## config.mk

```make
export PLATFORM = sky130hd
export DESIGN_NAME = ofmap_quant_flat
export DESIGN_NICKNAME = d
export VERILOG_FILES = /design/src/rtl/conv_pkg.sv /design/src/rtl/ofmap_quant_if.sv /design/src/rtl/ofmap_quant_sat.sv /design/src/rtl/ofmap_quant.sv /design/src/flat_wrapper.sv
export SDC_FILE = /design/constraint.sdc
export NUM_CORES = 1
export LEC_CHECK = 0
export CORE_MARGIN = 5
export CORE_UTILIZATION = 45
export CTS_CLUSTER_SIZE = 20
export DETAILED_ROUTE_END_ITERATION = 16
export PLACE_DENSITY = 0.67
export RECOVER_POWER = 100
export SLEW_MARGIN = 30
export SYNTH_ARGS = -nofsm -noshare
export SYNTH_HDL_FRONTEND = slang
export SYNTH_SLANG_ARGS = --single-unit
```

## constraint.sdc

```tcl
create_clock -name clk -period 8.2 [get_ports clk]
set_input_delay 1.23 -clock clk [delete_from_list [all_inputs] [get_ports clk]]
set_output_delay 1.23 -clock clk [all_outputs]
set_load 0.005 [all_outputs]
```

## src/rtl/conv_pkg.sv

```systemverilog
// ============================================================================
// Module  : conv_pkg
// Brief   : Shared defaults and output range constants for ofmap_quant.
// Revision: 1.0 - initial release
// ============================================================================
`default_nettype none

package conv_pkg;

    localparam int OFMAP_SIZE_DFLT = 200704;
    localparam int ACC_W_DFLT      = 32;
    localparam int OUT_W_DFLT      = 16;

    localparam int OUT_MAX = 32767;
    localparam int OUT_MIN = -32768;

    typedef logic [4:0] shift_t;

    // Counter width that stays legal for a one-element frame.
    function automatic int idx_width(input int n);
        return (n > 1) ? $clog2(n) : 1;
    endfunction

endpackage

`default_nettype wire

```

## src/rtl/ofmap_quant_if.sv

```systemverilog
// ============================================================================
// Module  : ofmap_quant_if
// Brief   : Accumulator-in / quantized-out stream bundle for ofmap_quant.
// Revision: 1.0 - initial release
// ============================================================================
`default_nettype none

interface ofmap_quant_if
    import conv_pkg::*;
#(
    parameter int ACC_W = ACC_W_DFLT,
    parameter int OUT_W = OUT_W_DFLT
);

    logic [ACC_W-1:0] ofmap_dat;
    logic             ofmap_vld;
    logic             ofmap_rdy;
    shift_t           shift;
    logic [OUT_W-1:0] qout_dat;
    logic             qout_vld;
    logic             qout_rdy;
    logic             frame_done;
    logic [15:0]      sat_cnt;

    modport master (
        output ofmap_dat, ofmap_vld, shift, qout_rdy,
        input  ofmap_rdy, qout_dat, qout_vld, frame_done, sat_cnt
    );

    modport slave (
        input  ofmap_dat, ofmap_vld, shift, qout_rdy,
        output ofmap_rdy, qout_dat, qout_vld, frame_done, sat_cnt
    );

endinterface

`default_nettype wire

```

## src/rtl/ofmap_quant_sat.sv

```systemverilog
// ============================================================================
// Module  : ofmap_quant_sat
// Brief   : Combinational round-half-up, arithmetic shift and saturation.
//           Build option OFMAP_QUANT_RELU_EN clamps negative results to zero.
// Revision: 1.0 - initial release
// ============================================================================
`default_nettype none

module ofmap_quant_sat
    import conv_pkg::*;
#(
    parameter int ACC_W = ACC_W_DFLT,
    parameter int OUT_W = OUT_W_DFLT
) (
    input  wire logic signed [ACC_W-1:0] i_acc,
    input  wire shift_t                  i_shift,
    output logic [OUT_W-1:0]             o_q,
    output logic                         o_sat
);

    localparam logic signed [ACC_W:0] c_MAX   = (ACC_W+1)'(OUT_MAX);
    localparam logic signed [ACC_W:0] c_MIN   = (ACC_W+1)'(OUT_MIN);
    localparam logic signed [ACC_W:0] c_ONE   = (ACC_W+1)'(1);
    localparam logic [OUT_W-1:0]      c_MAX_O = OUT_W'(OUT_MAX);
    localparam logic [OUT_W-1:0]      c_MIN_O = OUT_W'(OUT_MIN);

    logic signed [ACC_W:0] w_ext;
    logic signed [ACC_W:0] w_rnd;
    logic signed [ACC_W:0] w_sum;
    logic signed [ACC_W:0] w_shr;
    logic                  w_pos;
    logic                  w_neg;
    logic [OUT_W-1:0]      w_clip;

    // One guard bit keeps the rounding add of a full-scale positive input exact.
    always_comb begin
        w_ext  = {i_acc[ACC_W-1], i_acc};
        w_rnd  = (i_shift != 5'd0) ? (c_ONE << (i_shift - 5'd1)) : '0;
        w_sum  = w_ext + w_rnd;
        w_shr  = w_sum >>> i_shift;
        w_pos  = (w_shr > c_MAX);
        w_neg  = (w_shr < c_MIN);
        w_clip = w_pos ? c_MAX_O : (w_neg ? c_MIN_O : w_shr[OUT_W-1:0]);
    end

`ifdef OFMAP_QUANT_RELU_EN
    always_comb begin
        o_q   = w_shr[ACC_W] ? '0 : w_clip;
        o_sat = w_pos;
    end
`else
    always_comb begin
        o_q   = w_clip;
        o_sat = w_pos | w_neg;
    end
`endif

endmodule

`default_nettype wire

```

## src/rtl/ofmap_quant.sv

```systemverilog
// ============================================================================
// Module  : ofmap_quant
// Brief   : Two-stage elastic pipeline quantizing conv accumulators per frame.
//           Build option OFMAP_QUANT_RELU_EN enables ReLU after saturation.
// Revision: 1.0 - initial release
// ============================================================================
`default_nettype none

module ofmap_quant
    import conv_pkg::*;
#(
    parameter int OFMAP_SIZE = OFMAP_SIZE_DFLT,
    parameter int ACC_W      = ACC_W_DFLT,
    parameter int OUT_W      = OUT_W_DFLT
) (
    input  wire logic    clk,
    input  wire logic    rst,
    ofmap_quant_if.slave bus
);

    localparam int                 c_IDX_W = idx_width(OFMAP_SIZE);
    localparam logic [c_IDX_W-1:0] c_LAST  = c_IDX_W'(OFMAP_SIZE - 1);
    localparam logic [c_IDX_W-1:0] c_ONE   = c_IDX_W'(1);

    logic [c_IDX_W-1:0]      r_in_idx;
    logic [c_IDX_W-1:0]      r_out_idx;
    shift_t                  r_shift_q;
    logic                    r_s1_vld;
    logic signed [ACC_W-1:0] r_s1_dat;
    shift_t                  r_s1_shift;
    logic                    r_s1_first;
    logic                    r_s2_vld;
    logic [OUT_W-1:0]        r_s2_dat;
    logic [15:0]             r_sat_cnt;

    logic                    w_s2_free;
    logic                    w_s1_adv;
    logic                    w_in_rdy;
    logic                    w_in_fire;
    logic                    w_out_fire;
    logic                    w_first;
    shift_t                  w_shift_sel;
    logic [OUT_W-1:0]        w_q;
    logic                    w_sat;

    // Ready chains backwards combinationally so a full pipe still moves one per cycle.
    assign w_s2_free   = !r_s2_vld | bus.qout_rdy;
    assign w_s1_adv    = r_s1_vld & w_s2_free;
    assign w_in_rdy    = !r_s1_vld | w_s1_adv;
    assign w_in_fire   = bus.ofmap_vld & w_in_rdy & !rst;
    assign w_out_fire  = r_s2_vld & bus.qout_rdy & !rst;
    assign w_first     = (r_in_idx == '0);
    assign w_shift_sel = w_first ? bus.shift : r_shift_q;

    assign bus.ofmap_rdy  = w_in_rdy & !rst;
    assign bus.qout_vld   = r_s2_vld & !rst;
    assign bus.qout_dat   = rst ? '0 : r_s2_dat;
    assign bus.frame_done = w_out_fire & (r_out_idx == c_LAST);
    assign bus.sat_cnt    = rst ? '0 : r_sat_cnt;

    ofmap_quant_sat #(
        .ACC_W (ACC_W),
        .OUT_W (OUT_W)
    ) u_sat (
        .i_acc   (r_s1_dat),
        .i_shift (r_s1_shift),
        .o_q     (w_q),
        .o_sat   (w_sat)
    );

    always_ff @(posedge clk) begin
        if (rst) begin
            r_in_idx   <= '0;
            r_out_idx  <= '0;
            r_shift_q  <= '0;
            r_s1_vld   <= 1'b0;
            r_s1_dat   <= '0;
            r_s1_shift <= '0;
            r_s1_first <= 1'b0;
            r_s2_vld   <= 1'b0;
            r_s2_dat   <= '0;
            r_sat_cnt  <= '0;
        end else begin
            if (w_in_fire) begin
                r_s1_dat   <= bus.ofmap_dat;
                r_s1_shift <= w_shift_sel;
                r_s1_first <= w_first;
                r_in_idx   <= (r_in_idx == c_LAST) ? '0 : r_in_idx + c_ONE;
                if (w_first) begin
                    r_shift_q <= bus.shift;
                end
            end

            if (w_in_fire) begin
                r_s1_vld <= 1'b1;
            end else if (w_s1_adv) begin
                r_s1_vld <= 1'b0;
            end

            // The frame's first element restarts the saturation tally.
            if (w_s1_adv) begin
                r_s2_dat <= w_q;
                if (r_s1_first) begin
                    r_sat_cnt <= {15'd0, w_sat};
                end else if (w_sat && (r_sat_cnt != 16'hFFFF)) begin
                    r_sat_cnt <= r_sat_cnt + 16'd1;
                end
            end

            if (w_s1_adv) begin
                r_s2_vld <= 1'b1;
            end else if (w_out_fire) begin
                r_s2_vld <= 1'b0;
            end

            if (w_out_fire) begin
                r_out_idx <= (r_out_idx == c_LAST) ? '0 : r_out_idx + c_ONE;
            end
        end
    end

endmodule

`default_nettype wire

```

## src/flat_wrapper.sv

```systemverilog
// flat-port wrapper written by rule: the top's interface ports become plain ports
module ofmap_quant_flat import conv_pkg::*;
#(
    parameter int OFMAP_SIZE = OFMAP_SIZE_DFLT,
    parameter int ACC_W      = ACC_W_DFLT,
    parameter int OUT_W      = OUT_W_DFLT
)
  (clk, rst, bus_ofmap_dat, bus_ofmap_vld, bus_shift, bus_qout_rdy, bus_ofmap_rdy, bus_qout_dat, bus_qout_vld, bus_frame_done, bus_sat_cnt);
  ofmap_quant_if #(.ACC_W(ACC_W), .OUT_W(OUT_W)) bus_i ();
  input  wire logic clk;
  input  wire logic rst;
  input wire logic [$bits(bus_i.ofmap_dat)-1:0] bus_ofmap_dat;
  input wire logic [$bits(bus_i.ofmap_vld)-1:0] bus_ofmap_vld;
  input wire logic [$bits(bus_i.shift)-1:0] bus_shift;
  input wire logic [$bits(bus_i.qout_rdy)-1:0] bus_qout_rdy;
  output wire logic [$bits(bus_i.ofmap_rdy)-1:0] bus_ofmap_rdy;
  output wire logic [$bits(bus_i.qout_dat)-1:0] bus_qout_dat;
  output wire logic [$bits(bus_i.qout_vld)-1:0] bus_qout_vld;
  output wire logic [$bits(bus_i.frame_done)-1:0] bus_frame_done;
  output wire logic [$bits(bus_i.sat_cnt)-1:0] bus_sat_cnt;
  assign bus_i.ofmap_dat = bus_ofmap_dat;
  assign bus_i.ofmap_vld = bus_ofmap_vld;
  assign bus_i.shift = bus_shift;
  assign bus_i.qout_rdy = bus_qout_rdy;
  assign bus_ofmap_rdy = bus_i.ofmap_rdy;
  assign bus_qout_dat = bus_i.qout_dat;
  assign bus_qout_vld = bus_i.qout_vld;
  assign bus_frame_done = bus_i.frame_done;
  assign bus_sat_cnt = bus_i.sat_cnt;
  ofmap_quant #(.OFMAP_SIZE(OFMAP_SIZE), .ACC_W(ACC_W), .OUT_W(OUT_W)) u_core (.clk(clk), .rst(rst), .bus(bus_i));
endmodule
```

==> impl_metrics.yaml <==
final_layout:
  diodes: 0
  multi_input_area_um2: 6980
  regArea_um2: 2160
  syn_to_final_growth_pct: 12.5
  finalNetCount: 1407
  nFillCells: 2205
  drive_gt1_share_pct: 5.93
worst_setup_path:
  crit_end: "u_core.r_sat_cnt[1]"
  rrSetupSlack_ns: 0.96
  cp.buffers_inverters: 3
  critPathMaxStageDelay_ns: 0.58
  cp_max_fo: 16
  end_kind: "flop"
  reg2reg_to: "u_core.r_sat_cnt[1]"
  cp.arrival_ns: 7.53
  path_cells: "clkinv_1, nand2_1, clkinv_1, ha_1, nand3_1, or3_1, fa_1, nand2b_1, a21oi_1, o21ai_0, a211oi_4, o21ai_1, xor2_1, buf_4, a2111oi_0, o211ai_1, a2111oi_4, nand3_1, or4_4, nand3_2, mux2_1, o22ai_1"
  r2r_start: "u_core.r_s1_shift[1]"
  cp_slowest_cell: "ha_1"
  reg2regPathDepth: 22
  cp_num_cells: 22
  cp.required_ns: 8.49
  cp-startpoint: "u_core.r_s1_shift[1]"
  critPathLaunchType: "flop"
  path_delay_family: "compound AO/OA/AOI/OAI gates"
  critical_path_class: "flop to flop"
floorplanning:
  die_h_um: 156
  die-area_um2: 24300
  boundaryPins: 76
  rows: 53
  coreArea_um2: 21000
  die_w_um: 156
  initial_core_util_pct: 45.7
yosys:
  synth.distinct_cells: 98
  synth_mux_area_share_pct: 7.53
  ys_ff_latch: 108
  synthSimpleGateAreaFrac_pct: 31.4
  syn_avg_cell_area_um2: 7.37
  yosys_warnings: 0
  synth_cells: 1299
  async_flop_share_pct: 0
  yosysTopAreaCellShare_pct: 22.6
  synth_top_cell_by_area: "dfxtp_1"
  synth_edf_count: 0
  yosys.area_share.xor_xnor_pct: 4.84
  ys_seq_area_share_pct: 22.6
  synth-compound-area-share_pct: 24.1
  synthAdderAreaFrac_pct: 5.18
  synth.cell_area_um2: 9570
  synth_top_family_by_area: "simple AND/OR/NAND/NOR gates"
  synth_nets: 1379
  synthTopCellsByArea: "dfxtp_1 23%, nand2_1 7.5%, nor2_1 6.0%"
  synthFlopType: "dfxtp_1"
timing:
  totalNegativeSetupSlack_ns: 0
  slew_headroom_pct: -125
  period_needed_ns: 7.24
  setup_viol_count_final: 0
  finalMaxSlewViolations: 164
  hold_viol: 0
  fmax_mhz: 138
  skew_ns: 0.0116
  rsz0062_at_grt: "false"
  period_share_pct: 88.3
  tightest_slew_ns: 3.37
place:
  port_buffers: 75
  hpwl_um: 22900
  gp_congestion: 1.08
clock_tree:
  clock_latency_ns: 0.37
  cts_num_sinks: 108
  cts_resized: 0
  cts_buffer_depth: 2
  root_buffer: "clkbuf_16"
  ctsHoldBuffers: 0
  cts_tree: "yes"
  cts_setup_buffers: 0
  clk_pin_slew_worst_paths_ns: 0.08
  numCtsBuffers: 9
  htree_levels: 3
power:
  p_leak_nw: 4.32
  ir_drop_mv: 0.124
  p_total_mw: 1.39
  pwr_density_cell_nw_per_um2: 129
run_status:
  violations: "max-capacitance violations, max-slew violations"
  status: "finished, violations left"
route:
  vias_per_cell: 6.11
  dr.pass1.iters: 5
  wire_per_inst_um: 18.6
  ant_nets: 0
  wl_um: 29800
  first_iter_violations: 842
  drc: 0
  num_vias: 9823
min_path:
  min_from: "u_core.r_s2_dat[15]"
  hp-class: "flop to flop"
global_routing:
  track_usage_pct: 24.1
  grt_pass1_wl_um: 48200
  grt_pass1_vias: 9176
  grt_max_degree: 86
  antenna_found_initial: 0
  overflow: 0
flow_run:
  cap_violations: 3
==> worst register-to-register path, delay by kind of cell, from the launching register on <==
| kind | cells | cell delay, ns |
|---|---|---|
| XOR/XNOR | 1 | 0.17 |
| AO/OA/AOI/OAI | 8 | 2.68 |
| adder cells (fa/ha/maj) | 2 | 1.01 |
| flip-flops | 1 | 0.35 |
| multiplexers | 1 | 0.35 |
| buffers and inverters | 3 | 0.63 |
| AND/OR/NAND/NOR | 7 | 1.98 |
==> cells by family (layout without fill, tap and decap cells) <==
group           after synthesis  after routing
mux                          59             59
compound gates              325            325
flops                       108            108
xor+xnor                     52             52
fa+ha+maj                    39             39
buf+inv                     103            136
simple gates                613            613
==> synth_stat cells, drive strengths merged, types with 15 or more instances <==
cell type / instances
buf: 26
dfxtp: 108
xor2: 38
nand3: 38
inv: 25
and3: 17
nand4: 33
nor2b: 38
a211oi: 25
nand3b: 33
mux2i: 45
nand2: 193
a21oi: 88
and2: 16
clkbuf: 49
nor2: 153
nor3: 28
ha: 38
or3: 20
o22a: 15
o21ai: 58
o211ai: 19
==> per-stage QoR <==
| step | cells | instance area, um2 | hold WS [ns] | setup slack [ns] | util, % |
|---|---|---|---|---|---|
| detailed placement | 1591 | 10500 | 0.455 | 1.42 | 50.0 |
| CTS | 1607 | 10800 | 0.466 | 1.39 | 51.5 |
| global placement | 1591 | 10500 | 0.445 | 1.53 | 50.0 |
| finish | 1607 | 10800 | 0.469 | 0.963 | 51.4 |
| floorplan | 1299 | 9570 | 0.432 | 1.87 | - |
| global route | 1607 | 10800 | 0.503 | 0.466 | 51.4 |
==> final cells by class <==
class                      count  share of cell area [%]
multi-input combinational   1088                    64.8
sequential                   108                    20.1
timing repair buffer          92                    7.97
tap                          275                    3.19
clock buffer                   9                    2.09
inverter                      28                   0.976
clock inverter                 7                   0.848
==> worst min path at each step <==
stage                     slack, ns  depth (start not counted)              endpoint
after floorplan                0.43                          2   u_core.r_s2_dat[15]
after global placement         0.45                          2  u_core.r_sat_cnt[12]
after detailed placement       0.45                          2   u_core.r_s2_dat[15]
after CTS                      0.47                          2   u_core.r_s2_dat[15]
after global routing           0.50                          2   u_core.r_s2_dat[15]
final                          0.47                          2   u_core.r_s2_dat[15]
==> routing by layer <==
metal / vias up / share of wire [%] / wire [um] / track usage, %
li1: 4804 / - / - / -
met1: 4549 / 45 / 13500 / 33.5
met2: 401 / 43 / 13000 / 38.0
met3: 69 / 8.2 / 2450 / 4.74
met4: 0 / 3.1 / 917 / 7.50
met5: - / 0 / 0 / 0
==> state kept, by name, summed over array words and instances, names as in the netlist <==
signal,flops
u_core.r_s1_vld,1
u_core.r_s1_dat,32
u_core.r_out_idx,18
u_core.r_s2_dat,16
u_core.r_s1_shift,5
u_core.r_s2_vld,1
u_core.r_in_idx,18
u_core.r_sat_cnt,16
u_core.r_s1_first,1
==> placed cells by master, fill, tap and decap left out, types with 11 or more instances in the layout <==
master           count
nor2_1             152
nor2b_1             38
nand3b_1            33
o21ai_0             37
nor4_1              12
nor3_1              28
or3_1               19
mux2i_1             45
a21oi_1             81
a21o_1              12
dlygate4sd3_1       35
o211ai_1            18
nand4_1             32
inv_1               25
o21a_1              12
clkdlybuf4s50_1     39
nand3_1             37
buf_4               13
a31oi_1             11
xnor2_1             13
a211oi_1            24
o21ai_1             20
ha_1                38
and2_1              14
xor2_1              38
dfxtp_1            108
nand2_1            191
o22a_1              15
and3_1              16
==> where the power goes <==
part | switching, mW | internal [mW] | leakage (nW)
sequential | 0.0147 | 0.546 | 0.882
clock | 0.232 | 0.221 | 0.152
combinational | 0.229 | 0.149 | 3.29
Note: power is estimated with default switching activity, not from simulation.
==> edit (config.mk and constraints unchanged) <==
The package constant `OUT_W_DFLT` goes from 16 to 18.
--- a/src/rtl/conv_pkg.sv
+++ b/src/rtl/conv_pkg.sv
@@ -11,3 +11,3 @@
     localparam int ACC_W_DFLT      = 32;
-    localparam int OUT_W_DFLT      = 16;
+    localparam int OUT_W_DFLT      = 18;
 
Interface: changed (resized bus_qout_dat); port bits go from 76 to 78. No check against the original RTL was run, so the function may have changed too.
==> edit against the unedited design <==
- the flow still finishes with violations (max-capacitance violations, max-slew violations)
- first-iteration DRC count increased by 3.0%
- sequential cell count increased by 2
- worst setup slack improved by 0.093 ns
- global-route usage decreased by 0.42 points
- clock skew decreased by 0.00097 ns
- wire length increased by 0.17%
- synthesized area increased by 1.5%
- utilization increased by 0.11 points
- die area increased by 1.4%
- total power increased by 2.7%
- final cell count increased by 2.1%
- final area increased by 1.2%
==> edit: results (changes against the unedited design) <==
metric,value,unit,change
status,finished with violations,,
violations,"max-capacitance violations, max-slew violations",,
hold_end,u_core.r_s2_dat[17]$_SDFFE_PP0P_,,
hpwl,22600,um,-1.3%
holdWs,0.464,ns,-0.00524 ns
synthAdderAreaFrac,0.0510,,-0.000760
crit_arrival,7.40,ns,-0.13 ns
dp_slack,1.55,ns,+0.128 ns
grt_max_degree,92,,+7.0%
reg2reg_slack,1.06,ns,+0.09 ns
crit_path_max_fanout,18,,+2
grt_pass1_vias,9301,,+1.4%
final_core_util,0.515,,+0.00108
maxCapViolCount,2,,-1
gr-usage-met3,0.0432,,-0.00427
min-delay-start,u_core.r_s2_dat[17]$_SDFFE_PP0P_,,
routedWlPerCell,18.2,um,-1.8%
grt_util_met1,0.320,,-0.0146
worst_r2r_path_depth,22,,unchanged
n_all_inverters,34,,+21%
clock-sinks,110,,+1.9%
worstHoldPathCells,1,,-1
critPathLaunch,u_core.r_s1_shift[0]$_SDFFE_PP0P_,,
ys_seq_area_frac,0.227,,+0.000806
fin_cells,1640,,+2.1%
crit_path_top_delay_cell,o221ai_2,,
avgSynthCellArea,7.26,um^2,-1.5%
synthTopCellsByArea,"dfxtp_1 23%, nand2_1 7.3%, nor2_1 6.3%",,
worst_pin_slew,3.51,ns,+0.146 ns
place_area,10600,um^2,+1.3%
p_switching,495,uW,+4.1%
dr.pass1.iters,8,,+3
syn-num-nets,1418,,+2.8%
skew,0.0106,ns,-0.000974 ns
yosys-mux-area-fraction,0.0771,,+0.00186
multi_input_area,7040,um^2,+0.77%
post-route-period-util,0.871,,-0.0113
synth_compound_area_frac,0.238,,-0.00290
clock_area_frac,0.0291,,-0.000337
post_route_cells_drive_above_1_share,0.0608,,+0.00150
finalMaxSlewViolations,133,,-19%
grt_first_pass_wirelength,48100,um,-0.10%
port_buffers,77,,+2.7%
synth_commonest_cells,"188 x nand2_1, 164 x nor2_1, 110 x dfxtp_1, 86 x a21oi_1, 72 x o21ai_0",,
synth_xor_xnor_area_share,0.0540,,+0.00560
drt_iter0_markers,867,,+3.0%
yosysUniqueCellTypes,88,,-10%
use_met2,0.387,,+0.00716
signal_buffer_area_fraction,0.0796,,-0.000111
multi_input_cells,1113,,+2.3%
seq_area,2200,um^2,+1.9%
gp_congestion,0.978,,-9.5%
-- edit: cell count changes after synthesis, moves of 9 or more --
cell and change:
clkbuf_1 +9, mux2_2 +10, nor2_1 +11, o211ai_1 +9
o21ai_0 +36, o21ai_1 -15, o22a_1 -13, or3_1 -11
xnor2_1 +11
-- edit: power by group through the flow --
stage / Sequential, mW / Combinational [mW] / Clock (mW)
detailed placement: 0.585 / 0.384 / 0
finish: 0.572 / 0.389 / 0.468
global route: 0.576 / 0.423 / 0.502
floorplan: 0.579 / 0.273 / 0
CTS: 0.573 / 0.386 / 0.482
global placement: 0.585 / 0.385 / 0
-- edit: layer usage --
| metal | part of all wire | wire [um] | up-vias |
|---|---|---|---|
| met5 | 0 | 0 | - |
| met4 | 0.030 | 891 | 0 |
| met3 | 0.070 | 2090 | 69 |
| met2 | 0.46 | 13700 | 391 |
| met1 | 0.44 | 13200 | 4697 |
| li1 | - | - | 4897 |
